<file path="src/rtl/and_gate_if.sv">
// Operand/result bundle for and_gate: the master drives A/B/in_valid/clr,
// the slave returns the AND results and the per-combination counters.
interface and_gate_if #(
  parameter int WIDTH = 1,
  parameter int CNT_W = 16
);
  logic [WIDTH-1:0] A;
  logic [WIDTH-1:0] B;
  logic             in_valid;
  logic             clr;
  logic [WIDTH-1:0] F;
  logic [WIDTH-1:0] F_q;
  logic             out_valid;
  logic             all_ones;
  logic [CNT_W-1:0] cnt_00;
  logic [CNT_W-1:0] cnt_01;
  logic [CNT_W-1:0] cnt_10;
  logic [CNT_W-1:0] cnt_11;

  modport master (
    output A, B, in_valid, clr,
    input  F, F_q, out_valid, all_ones, cnt_00, cnt_01, cnt_10, cnt_11
  );

  modport slave (
    input  A, B, in_valid, clr,
    output F, F_q, out_valid, all_ones, cnt_00, cnt_01, cnt_10, cnt_11
  );
endinterface

</file>
<file path="src/rtl/and_gate.sv">
// Bitwise AND: F/all_ones are combinational; F_q/out_valid follow one edge after an in_valid sample.
// No backpressure; in_valid alone qualifies capture and the saturating bit-0 combination counters.
module and_gate #(
  parameter int WIDTH = 1,
  parameter int CNT_W = 16
) (
  input logic        clk,
  input logic        rst_n,
  and_gate_if.slave  bus
);
  localparam logic [CNT_W-1:0] CNT_MAX = '1;
  localparam logic [CNT_W-1:0] CNT_ONE = {{(CNT_W-1){1'b0}}, 1'b1};

  logic [WIDTH-1:0]      f;
  logic [WIDTH-1:0]      f_q_q;
  logic [WIDTH-1:0]      f_q_d;
  logic                  out_valid_q;
  logic                  out_valid_d;
  logic [3:0][CNT_W-1:0] cnt_q;
  logic [3:0][CNT_W-1:0] cnt_d;
  logic [1:0]            sel;

  assign f   = bus.A & bus.B;
  // Counter index is {A[0],B[0]}, so index 1 is cnt_01 (A=0, B=1).
  assign sel = {bus.A[0], bus.B[0]};

  always_comb begin
    f_q_d       = f_q_q;
    out_valid_d = bus.in_valid;
    if (bus.in_valid) begin
      f_q_d = f;
    end
  end

  always_comb begin
    cnt_d = cnt_q;
    if (bus.clr) begin
      cnt_d = '0;
    end else if (bus.in_valid && (cnt_q[sel] != CNT_MAX)) begin
      cnt_d[sel] = cnt_q[sel] + CNT_ONE;
    end
  end

  always_ff @(posedge clk or negedge rst_n) begin
    if (!rst_n) begin
      f_q_q       <= '0;
      out_valid_q <= 1'b0;
      cnt_q       <= '0;
    end else begin
      f_q_q       <= f_q_d;
      out_valid_q <= out_valid_d;
      cnt_q       <= cnt_d;
    end
  end

  assign bus.F         = f;
  assign bus.all_ones  = &f;
  assign bus.F_q       = f_q_q;
  assign bus.out_valid = out_valid_q;
  assign bus.cnt_00    = cnt_q[0];
  assign bus.cnt_01    = cnt_q[1];
  assign bus.cnt_10    = cnt_q[2];
  assign bus.cnt_11    = cnt_q[3];
endmodule

</file>
<file path="src/flat_wrapper.sv">
// flat-port wrapper written by rule: the top's interface ports become plain ports
module and_gate_flat 
#(
  parameter int WIDTH = 1,
  parameter int CNT_W = 16
)
  (clk, rst_n, bus_A, bus_B, bus_in_valid, bus_clr, bus_F, bus_F_q, bus_out_valid, bus_all_ones, bus_cnt_00, bus_cnt_01, bus_cnt_10, bus_cnt_11);
  and_gate_if #(.WIDTH(WIDTH), .CNT_W(CNT_W)) bus_i ();
  input logic clk;
  input logic rst_n;
  input wire logic [$bits(bus_i.A)-1:0] bus_A;
  input wire logic [$bits(bus_i.B)-1:0] bus_B;
  input wire logic [$bits(bus_i.in_valid)-1:0] bus_in_valid;
  input wire logic [$bits(bus_i.clr)-1:0] bus_clr;
  output wire logic [$bits(bus_i.F)-1:0] bus_F;
  output wire logic [$bits(bus_i.F_q)-1:0] bus_F_q;
  output wire logic [$bits(bus_i.out_valid)-1:0] bus_out_valid;
  output wire logic [$bits(bus_i.all_ones)-1:0] bus_all_ones;
  output wire logic [$bits(bus_i.cnt_00)-1:0] bus_cnt_00;
  output wire logic [$bits(bus_i.cnt_01)-1:0] bus_cnt_01;
  output wire logic [$bits(bus_i.cnt_10)-1:0] bus_cnt_10;
  output wire logic [$bits(bus_i.cnt_11)-1:0] bus_cnt_11;
  assign bus_i.A = bus_A;
  assign bus_i.B = bus_B;
  assign bus_i.in_valid = bus_in_valid;
  assign bus_i.clr = bus_clr;
  assign bus_F = bus_i.F;
  assign bus_F_q = bus_i.F_q;
  assign bus_out_valid = bus_i.out_valid;
  assign bus_all_ones = bus_i.all_ones;
  assign bus_cnt_00 = bus_i.cnt_00;
  assign bus_cnt_01 = bus_i.cnt_01;
  assign bus_cnt_10 = bus_i.cnt_10;
  assign bus_cnt_11 = bus_i.cnt_11;
  and_gate #(.WIDTH(WIDTH), .CNT_W(CNT_W)) u_core (.clk(clk), .rst_n(rst_n), .bus(bus_i));
endmodule
</file>
<file path="config.mk">
export PLATFORM = sky130hd
export DESIGN_NAME = and_gate_flat
export DESIGN_NICKNAME = d
export VERILOG_FILES = /design/src/rtl/and_gate_if.sv /design/src/rtl/and_gate.sv /design/src/flat_wrapper.sv
export SDC_FILE = /design/constraint.sdc
export NUM_CORES = 1
export LEC_CHECK = 0
export CAP_MARGIN = 20
export CORE_ASPECT_RATIO = 1.4
export CORE_UTILIZATION = 54
export CTS_CLUSTER_DIAMETER = 150
export DETAILED_ROUTE_END_ITERATION = 10
export GPL_TIMING_DRIVEN = 0
export PLACE_DENSITY = 0.9
export SLEW_MARGIN = 20
export SYNTH_ARGS = -nofsm -noshare
export SYNTH_HDL_FRONTEND = slang
export SYNTH_SLANG_ARGS = --single-unit
export TNS_END_PERCENT = 20
</file>
<file path="constraint.sdc">
create_clock -name clk -period 5.06 [get_ports clk]
set_input_delay 1.012 -clock clk [delete_from_list [all_inputs] [get_ports clk]]
set_output_delay 1.012 -clock clk [all_outputs]
set_load 0.02 [all_outputs]
</file>
Word level (Yosys, flattened, before mapping):

Index checks and enable logic that the tools add are counted.

* bits in registers: 66
* input port bits: 6
* output and inout port bits: 68
* word-level logic and storage cells: 21

* add/sub/neg operators: 1
* $lt $le $gt $ge: 2
* equality and inequality tests: 1
* muxes and demuxes: 7
* bitwise gates (word level): 1
* reduce and logical (&&, ||, !) cells: 3

Operator list (number)
* two-way mux 64 bit: 2
* bitwise mux 64 bit: 1
* binary-select mux 16 bit (select 2 bit): 1
* demux 16 bit (select 2 bit): 1
* two-way mux 16 bit: 2
* adder 16 x 1 -> 16 bit (second input constant): 1
* != test 16 bit (second input constant): 1
* less-than comparator 2 x 3 -> 1 bit (second input constant): 1
* greater-or-equal comparator 2 x 1 -> 1 bit (second input constant): 1
* logical AND 1 bit: 2
* nonzero test 2 bit: 1
* AND 1 bit: 1

Depth between registers and ports, before layout:

* depth after elaboration: 7
* depth in mapped cells: 10
* mapped depth without buffers: 7

Worst setup path before layout:

Ideal clock, no wire load.

* path kind: input port to flip-flop
* start point: input bus_B
* end point: register u_core.cnt_q, in the netlist u_core.bus.cnt_00[10]
* setup time: 144 ps
* arrival: 3154 ps
* data required time: 4916 ps
* path slack: 1762 ps
* stages on the path: 10
* buffers on the path: 3
* cells stage by stage: buf_4 > mux4_2 > ha_1 > nand4_4 > nor4_4 > nor4b_1 > buf_4 > buf_2 > nor2_1 > a211oi_2

* cells in the longest elaborated chain, start to end: 7
* elaborated cells on any way between the ends: 14

Ends and longest elaborated chain
* from (decl): RTL line flat_wrapper.sv:12 `input wire logic [$bits(bus_i.B)-1:0] bus_B;`
* parallel branches: the longest is 7 deep, another holds adder 16 x 1 -> 16 bit
* to (signal assigned): RTL line and_gate.sv:52 `cnt_q <= cnt_d;`
* to (decl): RTL line and_gate.sv:19 `logic [3:0][CNT_W-1:0] cnt_q;`

Parallel ways; which one is timed is not known. The select of a mux whose other input is x is not followed.
A chain may end at the register's enable or synchronous reset.

Final worst setup path:

* start point: input bus_B
* end point: register u_core.cnt_q, in the netlist u_core.bus.cnt_01[0]

Same word-level chain as after synthesis.

==> metrics.txt <==
Synth Flop Type dfrtp_1; Placed Cells 434; total power draw 1110 uW; critical path depth 10; initial core utilization 56.7%; run status complete, no violations; most common cell after layout, fill and taps aside clkdlybuf4s50_1; Skew-Pair Late Insertion Delay 350 ps; Layout Cells excl Fill 448; Total Negative Setup Slacks 0 ps; largest family of logic cells by synthesized area multiplexers; Crit path largest cell delay 620 ps; drt pass-1 iters 6; gpl congestion 0.904; Routed WL 8450 um; Synth Instances 291; Final period util 80.4%; overall routing resource usage 28.7%; vias in the first global route 2715; CP cell instances clkdlybuf4s50_1 -> buf_4 -> mux4_2 -> ha_1 -> nand4_4 -> nor4_4 -> nor3_4 -> clkbuf_1 -> nor2_1 -> a211oi_1; vias per cell 6.15; CP required 5300 ps; xor/xnor share of the synthesized area 3.66%; total grt overflow 0; flops & latches, synth 66; Compound-Gate Fraction of Synth Area 11.8%; Sink Count 66; Max Cap Viol 0; Synth Area in Simple Gates 15.0%; worst slew pin tran 763 ps; setup bufs post-CTS 0; Cell Area, Synth 3350 um^2; Worst Hold Depth 2; first-pass GRT wire length 13600 um; layout net count 382; via count 2755; Antenna Cells 0; die area 6520 um^2; top cell type by total area after synthesis dfrtp_1; RSZ-0062 raised after global routing no; synthesized area per cell 11.5 um^2; I/O pin count 74; Startpoint Class input port; Clock Tree Root clkbuf_8; syn nets 298; Hold Violations, Final 0; die width 68.5 um; Max Clk Rate 246 MHz; post-synthesis mux area share 16.1%; Ys Warns 0; core area 5900 um^2; H-tree depth 3; ys async rst share 100%; Die Height 95.2 um; Num CTS Buffers 9; CTS max path bufs 2; Static Leak 0.00171 uW; R2R cell count 8; top cell type's share of synthesized area 49.3%; # rows 33; hpwl dp 6140 um; DRC violations left 0; crit path DAT 4310 ps; Starting DRT DRC Count 272; Tmin final 4070 ps; count of buffer and inverter cells on the critical path 3; worst hold path class flip-flop to flip-flop; R2R setup slack 2130 ps; IO buf count 72; CTS resizes 0; synth top area cells dfrtp_1 (49%), mux4_2 (11%), nor2_1 (7.1%); largest net degree at the start of global routing 35; Post-synth EDFFs 0; share of cells above drive strength 1 15.6%; Pwr per Cell Area 257 nW/um^2; post-synthesis adder-cell area fraction 0.374%; Crit. End Element flip-flop; Worst slew margin 48.7%; WL/cell 18.9 um; Slowest cell on crit path mux4_2; Layout Utilization 73.4%; final setup fails 0; Fin Clk Skew 11.7 ps; cts hold-fix bufs 0; peak supply drop 0.161 mV; Synth cell types 31; Slew Viols, Final 0; CP top delay family buffers and inverters; Hold Slack 530 ps; CTS clk-pin slew, worst paths 70 ps; number of antenna violations at the first check in global routing 0; sequential element share of the synthesized area 49.3%; WS Path Type input port to flip-flop; Post-DRT Antenna Nets 0; commonest cells after routing, fill and taps aside clkdlybuf4s50_1 (71), dfrtp_1 (66), nor2_1 (63), a211oi_1 (30), mux2i_1 (18); Layout area overhead 29.4%; CTS tree done; worst-path fanout max 10
==> cells by family after synthesis <==
family                     Yosys count
adders and majority gates            1
AOI/OAI and AO/OA                   49
DFF                                 66
xor gates and xnor gates            14
and+or+nand+nor                    104
buffers and inverters               23
muxes                               34
==> power breakdown <==
part	switching (uW)	internal [uW]	total (uW)	leakage, uW
combinational	106	73.7	180	0.000728
sequential	13.8	545	559	0.000903
clock	190	184	374	0.0000810
==> path summary, 6_finish.rpt <==
kind                                                   from                               end
hold / removal                   u_core.bus.F_q$_DFFE_PN0P_        u_core.bus.F_q$_DFFE_PN0P_
min in group asynchronous                             rst_n  u_core.bus.cnt_01[0]$_DFFE_PN0P_
hold reg to reg                  u_core.bus.F_q$_DFFE_PN0P_        u_core.bus.F_q$_DFFE_PN0P_
setup / recovery                                      bus_B  u_core.bus.cnt_01[0]$_DFFE_PN0P_
max in group asynchronous                             rst_n  u_core.bus.cnt_11[3]$_DFFE_PN0P_
setup reg to reg           u_core.bus.cnt_11[0]$_DFFE_PN0P_  u_core.bus.cnt_01[0]$_DFFE_PN0P_
==> routing by layer <==
layer	vias to the layer above	track usage (%)	part of all wire, %
met5	-	0	0
met4	0	13.4	2.0
met3	16	6.34	7.4
met2	158	45.4	51
met1	1356	37.1	39
li1	1225	-	-
==> per-stage QoR <==
stage / area [um^2] / worst slack (ps)
3_5_place_dp: 4170 / 608
2_1_floorplan: 3350 / 1760
5_1_grt: 4330 / 811
4_1_cts: 4330 / 979
6_report: 4330 / 994
3_3_place_gp: 4160 / 720
==> layout make-up <==
class	instances	area, um^2
buffer	21	114
sequential	66	1650
tap	70	87.6
inverter	2	7.51
clock buffer	11	141
multi-input combinational	202	1570
fill	403	1570
clock inverter	3	17.5
timing repair buffer	73	738
==> flip-flops by register name, indices dropped and copies added (netlist names) <==
| register | flops |
|---|---|
| u_core.bus.cnt_01 | 16 |
| u_core.bus.cnt_00 | 16 |
| u_core.bus.cnt_11 | 16 |
| u_core.bus.out_valid | 1 |
| u_core.bus.F_q | 1 |
| u_core.bus.cnt_10 | 16 |
==> worst reg2reg max path: cells and delay by family, from the launching register on <==
kind	cells	cell delay (ps)
multiplexers	1	580
AND/OR/NAND/NOR	4	780
adder cells (fa/ha/maj)	1	310
buffers and inverters	1	500
flip-flops	1	400
AO/OA/AOI/OAI	1	270
==> synth_stat cells, types with 2 or more instances <==
cell and instances:
xor2_1 3, a21oi_1 4, nor4_1 2, nand2_1 12, nor2_1 63, clkbuf_1 8
xnor2_1 11, nand4_1 4, o21ai_0 5, a211oi_1 30, buf_4 3, buf_2 7
inv_1 2, a211oi_2 10, buf_6 2, nor3_4 2, and3_1 2, nand3_1 4
nor3_1 6, mux2i_1 18, mux4_2 16, and2_1 3, dfrtp_1 66
(Power assumes the default switching activity.)
